--- config.mk ---
export PLATFORM = sky130hd
export DESIGN_NAME = int_div
export DESIGN_NICKNAME = d
export VERILOG_FILES = /design/src/rtl/int_div_pkg.sv /design/src/rtl/int_div_cseladd.sv /design/src/rtl/int_div.sv
export SDC_FILE = /design/constraint.sdc
export NUM_CORES = 1
export LEC_CHECK = 0
export CAP_MARGIN = 20
export CORE_AREA = 2 2 261 263
export CTS_CLUSTER_SIZE = 25
export DETAILED_ROUTE_END_ITERATION = 7
export DIE_AREA = 0 0 263 265
export PLACE_DENSITY = 0.64
export SLEW_MARGIN = 5
export SYNTH_ARGS = -nofsm -noshare
export SYNTH_HDL_FRONTEND = slang
export SYNTH_HIERARCHICAL = 1
export SYNTH_SLANG_ARGS = --single-unit
export TNS_END_PERCENT = 100
--- constraint.sdc ---
create_clock -name clk -period 6.3 [get_ports clk]
set_input_delay 1.26 -clock clk [delete_from_list [all_inputs] [get_ports clk]]
set_output_delay 1.26 -clock clk [all_outputs]
set_load 0.02 [all_outputs]
--- src/rtl/int_div_pkg.sv ---
// Shared definitions for the 64-bit integer divider: data width, operation codes,
// controller states and the two's-complement negate helper.
package int_div_pkg;

    localparam int XLEN = 64;

    typedef enum logic [1:0] {
        FN_DIV  = 2'b00,
        FN_DIVU = 2'b01,
        FN_REM  = 2'b10,
        FN_REMU = 2'b11
    } funct_e;

    typedef enum logic [1:0] {
        S_IDLE = 2'b00,
        S_CALC = 2'b01,
        S_DONE = 2'b10
    } state_e;

    function automatic logic [XLEN-1:0] negate(input logic [XLEN-1:0] x);
        return ~x + XLEN'(1);
    endfunction

endpackage

--- src/rtl/int_div_cseladd.sv ---
// Carry-select adder: ripple low half, precompute the high half for both carries
// and pick one with the low-half carry out.
module cseladd #(
    parameter int W = 65
) (
    input  logic [W-1:0] a,
    input  logic [W-1:0] b,
    input  logic         cin,
    output logic [W-1:0] sum
);

    localparam int LO = W / 2;
    localparam int HI = W - LO;

    logic [LO:0]   lo_sum;
    logic [HI-1:0] hi_sum0;
    logic [HI-1:0] hi_sum1;

    assign lo_sum  = {1'b0, a[LO-1:0]} + {1'b0, b[LO-1:0]} + {{LO{1'b0}}, cin};
    assign hi_sum0 = a[W-1:LO] + b[W-1:LO];
    assign hi_sum1 = a[W-1:LO] + b[W-1:LO] + {{(HI-1){1'b0}}, 1'b1};
    assign sum     = {(lo_sum[LO] ? hi_sum1 : hi_sum0), lo_sum[LO-1:0]};

endmodule

--- src/rtl/int_div.sv ---
// Sequential 64-bit signed/unsigned divider: radix-2 restoring division, one quotient
// bit per cycle, with single-cycle bypass for divide-by-zero and signed overflow.
module int_div
    import int_div_pkg::*;
(
    input  logic            clk,
    input  logic            rst,
    input  logic [XLEN-1:0] op1,
    input  logic [XLEN-1:0] op2,
    input  logic [1:0]      funct,
    input  logic            start,
    output logic            busy,
    output logic            ready,
    output logic [XLEN-1:0] int_div_out
);

    state_e          state_q, state_d;
    logic [5:0]      cnt_q, cnt_d;
    logic [XLEN-1:0] rem_q, rem_d;
    logic [XLEN-1:0] quo_q, quo_d;
    logic [XLEN-1:0] dvsr_q, dvsr_d;
    logic [XLEN-1:0] out_q, out_d;
    logic            qneg_q, qneg_d;
    logic            rneg_q, rneg_d;
    logic            isrem_q, isrem_d;
    logic            fin_q, fin_d;
    logic            busy_q, busy_d;
    logic            ready_q, ready_d;

    funct_e          fn;
    logic            fn_signed, fn_rem;
    logic            op1_neg, op2_neg, div_zero, ovf;
    logic [XLEN-1:0] neg_in_a, neg_in_b, neg_a, neg_b;
    logic [XLEN:0]   trial;

    assign fn        = funct_e'(funct);
    assign fn_signed = (fn == FN_DIV) || (fn == FN_REM);
    assign fn_rem    = (fn == FN_REM) || (fn == FN_REMU);
    assign op1_neg   = fn_signed && op1[XLEN-1];
    assign op2_neg   = fn_signed && op2[XLEN-1];
    assign div_zero  = (op2 == '0);
    assign ovf       = fn_signed && (op1 == {1'b1, {(XLEN-1){1'b0}}}) && (op2 == '1);

    // One negator pair: operands while latching, quotient/remainder while finishing.
    assign neg_in_a = (state_q == S_CALC) ? quo_q : op1;
    assign neg_in_b = (state_q == S_CALC) ? rem_q : op2;
    assign neg_a    = negate(neg_in_a);
    assign neg_b    = negate(neg_in_b);

    cseladd #(.W(XLEN + 1)) u_sub (
        .a   ({rem_q, quo_q[XLEN-1]}),
        .b   (~{1'b0, dvsr_q}),
        .cin (1'b1),
        .sum (trial)
    );

    always_comb begin
        state_d = state_q;
        cnt_d   = cnt_q;
        rem_d   = rem_q;
        quo_d   = quo_q;
        dvsr_d  = dvsr_q;
        out_d   = out_q;
        qneg_d  = qneg_q;
        rneg_d  = rneg_q;
        isrem_d = isrem_q;
        fin_d   = fin_q;
        busy_d  = busy_q;
        ready_d = ready_q;
        case (state_q)
            S_IDLE, S_DONE: begin
                if (start) begin
                    state_d = S_CALC;
                    busy_d  = 1'b1;
                    ready_d = 1'b0;
                    cnt_d   = 6'd0;
                    isrem_d = fn_rem;
                    dvsr_d  = op2;
                    qneg_d  = 1'b0;
                    rneg_d  = 1'b0;
                    // Bypass cases preload the final result and skip straight to finishing.
                    if (div_zero) begin
                        quo_d = '1;
                        rem_d = op1;
                        fin_d = 1'b1;
                    end else if (ovf) begin
                        quo_d = op1;
                        rem_d = '0;
                        fin_d = 1'b1;
                    end else begin
                        quo_d  = op1_neg ? neg_a : op1;
                        dvsr_d = op2_neg ? neg_b : op2;
                        rem_d  = '0;
                        qneg_d = op1_neg ^ op2_neg;
                        rneg_d = op1_neg;
                        fin_d  = 1'b0;
                    end
                end
            end
            S_CALC: begin
                if (fin_q) begin
                    if (isrem_q) out_d = rneg_q ? neg_b : rem_q;
                    else         out_d = qneg_q ? neg_a : quo_q;
                    ready_d = 1'b1;
                    busy_d  = 1'b0;
                    fin_d   = 1'b0;
                    state_d = S_DONE;
                end else begin
                    quo_d = {quo_q[XLEN-2:0], ~trial[XLEN]};
                    rem_d = trial[XLEN] ? {rem_q[XLEN-2:0], quo_q[XLEN-1]} : trial[XLEN-1:0];
                    cnt_d = cnt_q + 6'd1;
                    if (cnt_q == 6'd63) fin_d = 1'b1;
                end
            end
            default: state_d = S_IDLE;
        endcase
    end

    always_ff @(posedge clk or negedge rst) begin
        if (!rst) begin
            state_q <= S_IDLE;
            cnt_q   <= '0;
            rem_q   <= '0;
            quo_q   <= '0;
            dvsr_q  <= '0;
            out_q   <= '0;
            qneg_q  <= 1'b0;
            rneg_q  <= 1'b0;
            isrem_q <= 1'b0;
            fin_q   <= 1'b0;
            busy_q  <= 1'b0;
            ready_q <= 1'b0;
        end else begin
            state_q <= state_d;
            cnt_q   <= cnt_d;
            rem_q   <= rem_d;
            quo_q   <= quo_d;
            dvsr_q  <= dvsr_d;
            out_q   <= out_d;
            qneg_q  <= qneg_d;
            rneg_q  <= rneg_d;
            isrem_q <= isrem_d;
            fin_q   <= fin_d;
            busy_q  <= busy_d;
            ready_q <= ready_d;
        end
    end

    assign busy        = busy_q;
    assign ready       = ready_q;
    assign int_div_out = out_q;

endmodule
==> flow_metrics.env, run 1 <==
export IMPL_status="completed"
export IMPL_yosysWarnings=6
export IMPL_cp_slowest_cell="or4_4"
export IMPL_drtIter0Drc=3915
export IMPL_postCtsHoldBufs=0
export IMPL_endpoint_kind="flip-flop"
export IMPL_coreArea_mm2=0.0668
export IMPL_netlist_instances=3431
export IMPL_drc=0
export IMPL_cp_max_fo=19
export IMPL_antenna_left=0
export IMPL_synth_distinct_cells=122
export IMPL_cts_resized=0
export IMPL_critPathMaxStageDelay_ns=0.55
export IMPL_grt_setup_unrepaired="false"
export IMPL_max_cap_violations=0
export IMPL_syn_to_final_growth_pct=14.6
export IMPL_worstSetupPathType="reg -> reg"
export IMPL_final_min_clock_period_ns=5.60
export IMPL_pre_cts_ws_ns=0.860
export IMPL_gr_usage_all_layers_pct=31.9
export IMPL_synth_area_per_cell_um2=7.72
export IMPL_clk_pin_slew_ns=0.06
export IMPL_slew_headroom_pct=30.5
export IMPL_stdcell_area_mm2=0.0303
export IMPL_cts_buffer_depth=3
export IMPL_dieWidth_um=263
export IMPL_power_density_mw_per_mm2=688
export IMPL_overflow=0
export IMPL_cts_buffers=37
export IMPL_fmax_mhz=179
export IMPL_leakage_nw=12.0
export IMPL_hold_path_class="reg -> reg"
export IMPL_finalWirelength_um=116000
export IMPL_cts_sinks=270
export IMPL_pwr_share_clk_pct=10.2
export IMPL_total_power_mw=20.9
export IMPL_synthTopCellsByArea="dfrtp_1 (26%), mux2i_1 (8.8%), nor2_1 (7.5%)"
export IMPL_crit_buf_inv=1
export IMPL_worst_pin_slew_ns=1.04
export IMPL_ir_drop_mv=0.324
export IMPL_p_comb_share_pct=71.1
export IMPL_synth_edff_count=0
export IMPL_async_reset_ff_share_pct=100
export IMPL_p_sw_mw=11.4
export IMPL_final_hold_viol_count=0
export IMPL_dieArea_mm2=0.0697
export IMPL_holdWs_ns=0.475
export IMPL_p_int_mw=9.50
export IMPL_place_hpwl_um=84700
export IMPL_io_buffers=198
export IMPL_setup_violations=0
export IMPL_antenna_found_initial=4
export IMPL_arrival_ns=6.00
export IMPL_vias_per_cell=6.42
export IMPL_clkLatencyLatePin_ns=0.58
export IMPL_h_tree_depth=2
export IMPL_fin_setup_tns_ns=0
export IMPL_seq_area_frac_synth_pct=25.5
export IMPL_fin_skew_ns=0.0317
export IMPL_slew_violations=0
export IMPL_nFillCells=6728
export IMPL_switching_share_pct=54.5
export IMPL_nets=3705
export IMPL_first_pass_iters=6
export IMPL_synth_seq_cells=270
export IMPL_place_congestion=1.01
export IMPL_crit_family="compound AO/OA/AOI/OAI gates"
export IMPL_cts_root_buf="clkbuf_16"
export IMPL_netlist_area_mm2=0.0265
export IMPL_finalCritPeriodShare_pct=88.9
export IMPL_ioPinCount=199
export IMPL_crit_chain="ha_1, fa_1, a21o_1, a221oi_1, xor2_1, a2111oi_4, nand4b_1, or4_4, nor2_4, nand4_4, nor4_2, xnor3_4, buf_4, mux2i_1, nor2_1, a31oi_1, a21oi_1"
export IMPL_setup_ws_ns=0.702
export IMPL_synth_flop_cell="dfrtp_1"
export IMPL_grt_max_degree=122
export IMPL_initial_core_util_pct=39.6
export IMPL_grt_pass1_wl_um=170000
export IMPL_worstPathRequired_ns=6.70
export IMPL_crit_path_start_kind="flip-flop"
export IMPL_seqPwrFrac_pct=18.7
export IMPL_drive_gt1_share_pct=7.45
export IMPL_yosysTopAreaCellShare_pct=25.5
export IMPL_post_dp_cell_area_mm2=0.0291
export IMPL_via_count=28300
export IMPL_cts_tree="yes"
export IMPL_die_y_um=265
export IMPL_rows=95
export IMPL_wire_per_inst_um=26.3
export IMPL_cts_setup_buffers=0
export IMPL_first_global_vias=25700
export IMPL_yosysTopAreaCell="dfrtp_1"
-- cell type report --
type / count / area [um2] / share of cell area [%]
antenna: 3 / 7.51 / 0.0247
clock buffer: 50 / 1050 / 3.48
clock inverter: 17 / 133 / 0.437
inverter: 94 / 358 / 1.18
multi-input combinational: 2825 / 18300 / 60.4
sequential: 270 / 6760 / 22.3
tap: 873 / 1090 / 3.60
timing repair buffer: 274 / 2610 / 8.60
-- path summary, 6_finish.rpt --
path | from | to | slack (ns) | cells past startpoint
max | rem_q[31] | rem_q[41] | 0.70 | 17
min | int_div_out[11] | int_div_out[11] | 0.47 | 1
max reg2reg | rem_q[31] | rem_q[41] | 0.70 | 17
min reg2reg | int_div_out[11] | int_div_out[11] | 0.47 | 1
max in group asynchronous | rst | dvsr_q[49] | 4.38 | 2
min in group asynchronous | rst | rem_q[10] | 0.68 | 1
-- registers in the layout, summed over array words and instances, names as in the netlist, 2 cells and up --
name         count
dvsr_q          64
state_q          2
rem_q           64
quo_q           64
cnt_q            6
int_div_out     64
-- cell families (layout without fill, tap and decap cells) --
group / count (synthesis) / count (layout) / synth area share [%]
mux: 259 / 259 / 10.0
compound gates: 977 / 977 / 23.6
buf+inv: 337 / 435 / 5.45
xor+xnor: 205 / 205 / 6.83
flops: 270 / 270 / 25.5
fa+ha+maj: 70 / 70 / 3.39
simple gates: 1312 / 1312 / 25.2
other cells: 1 / 5 / 0.0142
-- Yosys cell counts (50+ instances only) --
cell / instances
nand3_1: 52
nand4_1: 52
mux2i_1: 234
ha_1: 67
xnor2_1: 113
nor3_1: 84
o22ai_1: 56
inv_1: 93
nand2_1: 243
a31oi_1: 93
nor2_1: 528
dfrtp_1: 270
xor2_1: 91
or3_1: 85
a21oi_1: 276
clkbuf_1: 159
buf_2: 50
o21ai_0: 200
-- per-layer routing --
layer	up-vias	track usage [%]	part of all wire [%]	routed length [um]
li1	12700	-	-	-
met1	13500	45.6	42	49100
met2	1788	45.2	40	46600
met3	303	7.47	12	14200
met4	4	14.9	5.1	5920
met5	-	0	0.020	23
-- worst register-to-register path, cell delays in order, from the launching register on --
cell and delay, ns:
dfrtp_1 0.47, ha_1 0.28, fa_1 0.43, a21o_1 0.22, a221oi_1 0.49, xor2_1 0.25, a2111oi_4 0.44, nand4b_1 0.21
or4_4 0.55, nor2_4 0.18, nand4_4 0.16, nor4_2 0.23, xnor3_4 0.52, buf_4 0.42, mux2i_1 0.26, nor2_1 0.07
a31oi_1 0.18, a21oi_1 0.08
-- power groups by stage --
stage / clock, mW / combinational, mW / sequential [mW]
after global routing: 2.21 / 16.0 / 3.98
after detailed placement: 0 / 14.3 / 3.83
final: 2.13 / 14.8 / 3.90
after floorplan: 0 / 10.5 / 3.54
after global placement: 0 / 14.2 / 3.83
after CTS: 2.14 / 14.4 / 3.82
-- stage by stage --
step | util [%] | std cells
2_1_floorplan | - | 3432
3_3_place_gp | 43.6 | 4336
3_5_place_dp | 43.6 | 4336
4_1_cts | 45.4 | 4403
5_1_grt | 45.4 | 4404
6_report | 45.4 | 4406
-- cell usage in the layout, fill, tap and decap left out, types with 14 or more instances in the layout --
| master | n |
|---|---|
| o21ai_0 | 200 |
| or3_1 | 85 |
| buf_4 | 72 |
| xor2_1 | 91 |
| o21ai_1 | 14 |
| a31oi_1 | 93 |
| mux2i_1 | 234 |
| a211oi_1 | 39 |
| o221ai_1 | 27 |
| nor2b_1 | 22 |
| o21a_1 | 21 |
| o211ai_1 | 36 |
| nand2b_1 | 17 |
| clkbuf_16 | 37 |
| clkdlybuf4s50_1 | 197 |
| a21o_1 | 47 |
| a21oi_1 | 276 |
| ha_1 | 67 |
| o31ai_1 | 30 |
| and3_1 | 32 |
| nor4_1 | 42 |
| o22ai_1 | 56 |
| nor3_1 | 84 |
| nor2_1 | 526 |
| nand2_1 | 242 |
| nand3_1 | 52 |
| mux2_2 | 16 |
| xnor2_1 | 113 |
| o21bai_1 | 14 |
| inv_1 | 93 |
| nand4_1 | 52 |
| or4_1 | 15 |
| dfrtp_1 | 268 |
Power figures use the tool's default switching activity.
==> run 2: changes to the inputs <==
- CAP_MARGIN: 20 -> 10
==> results of run 2 <==
The final DEF is identical to that of run 1; final timing and power are the same.
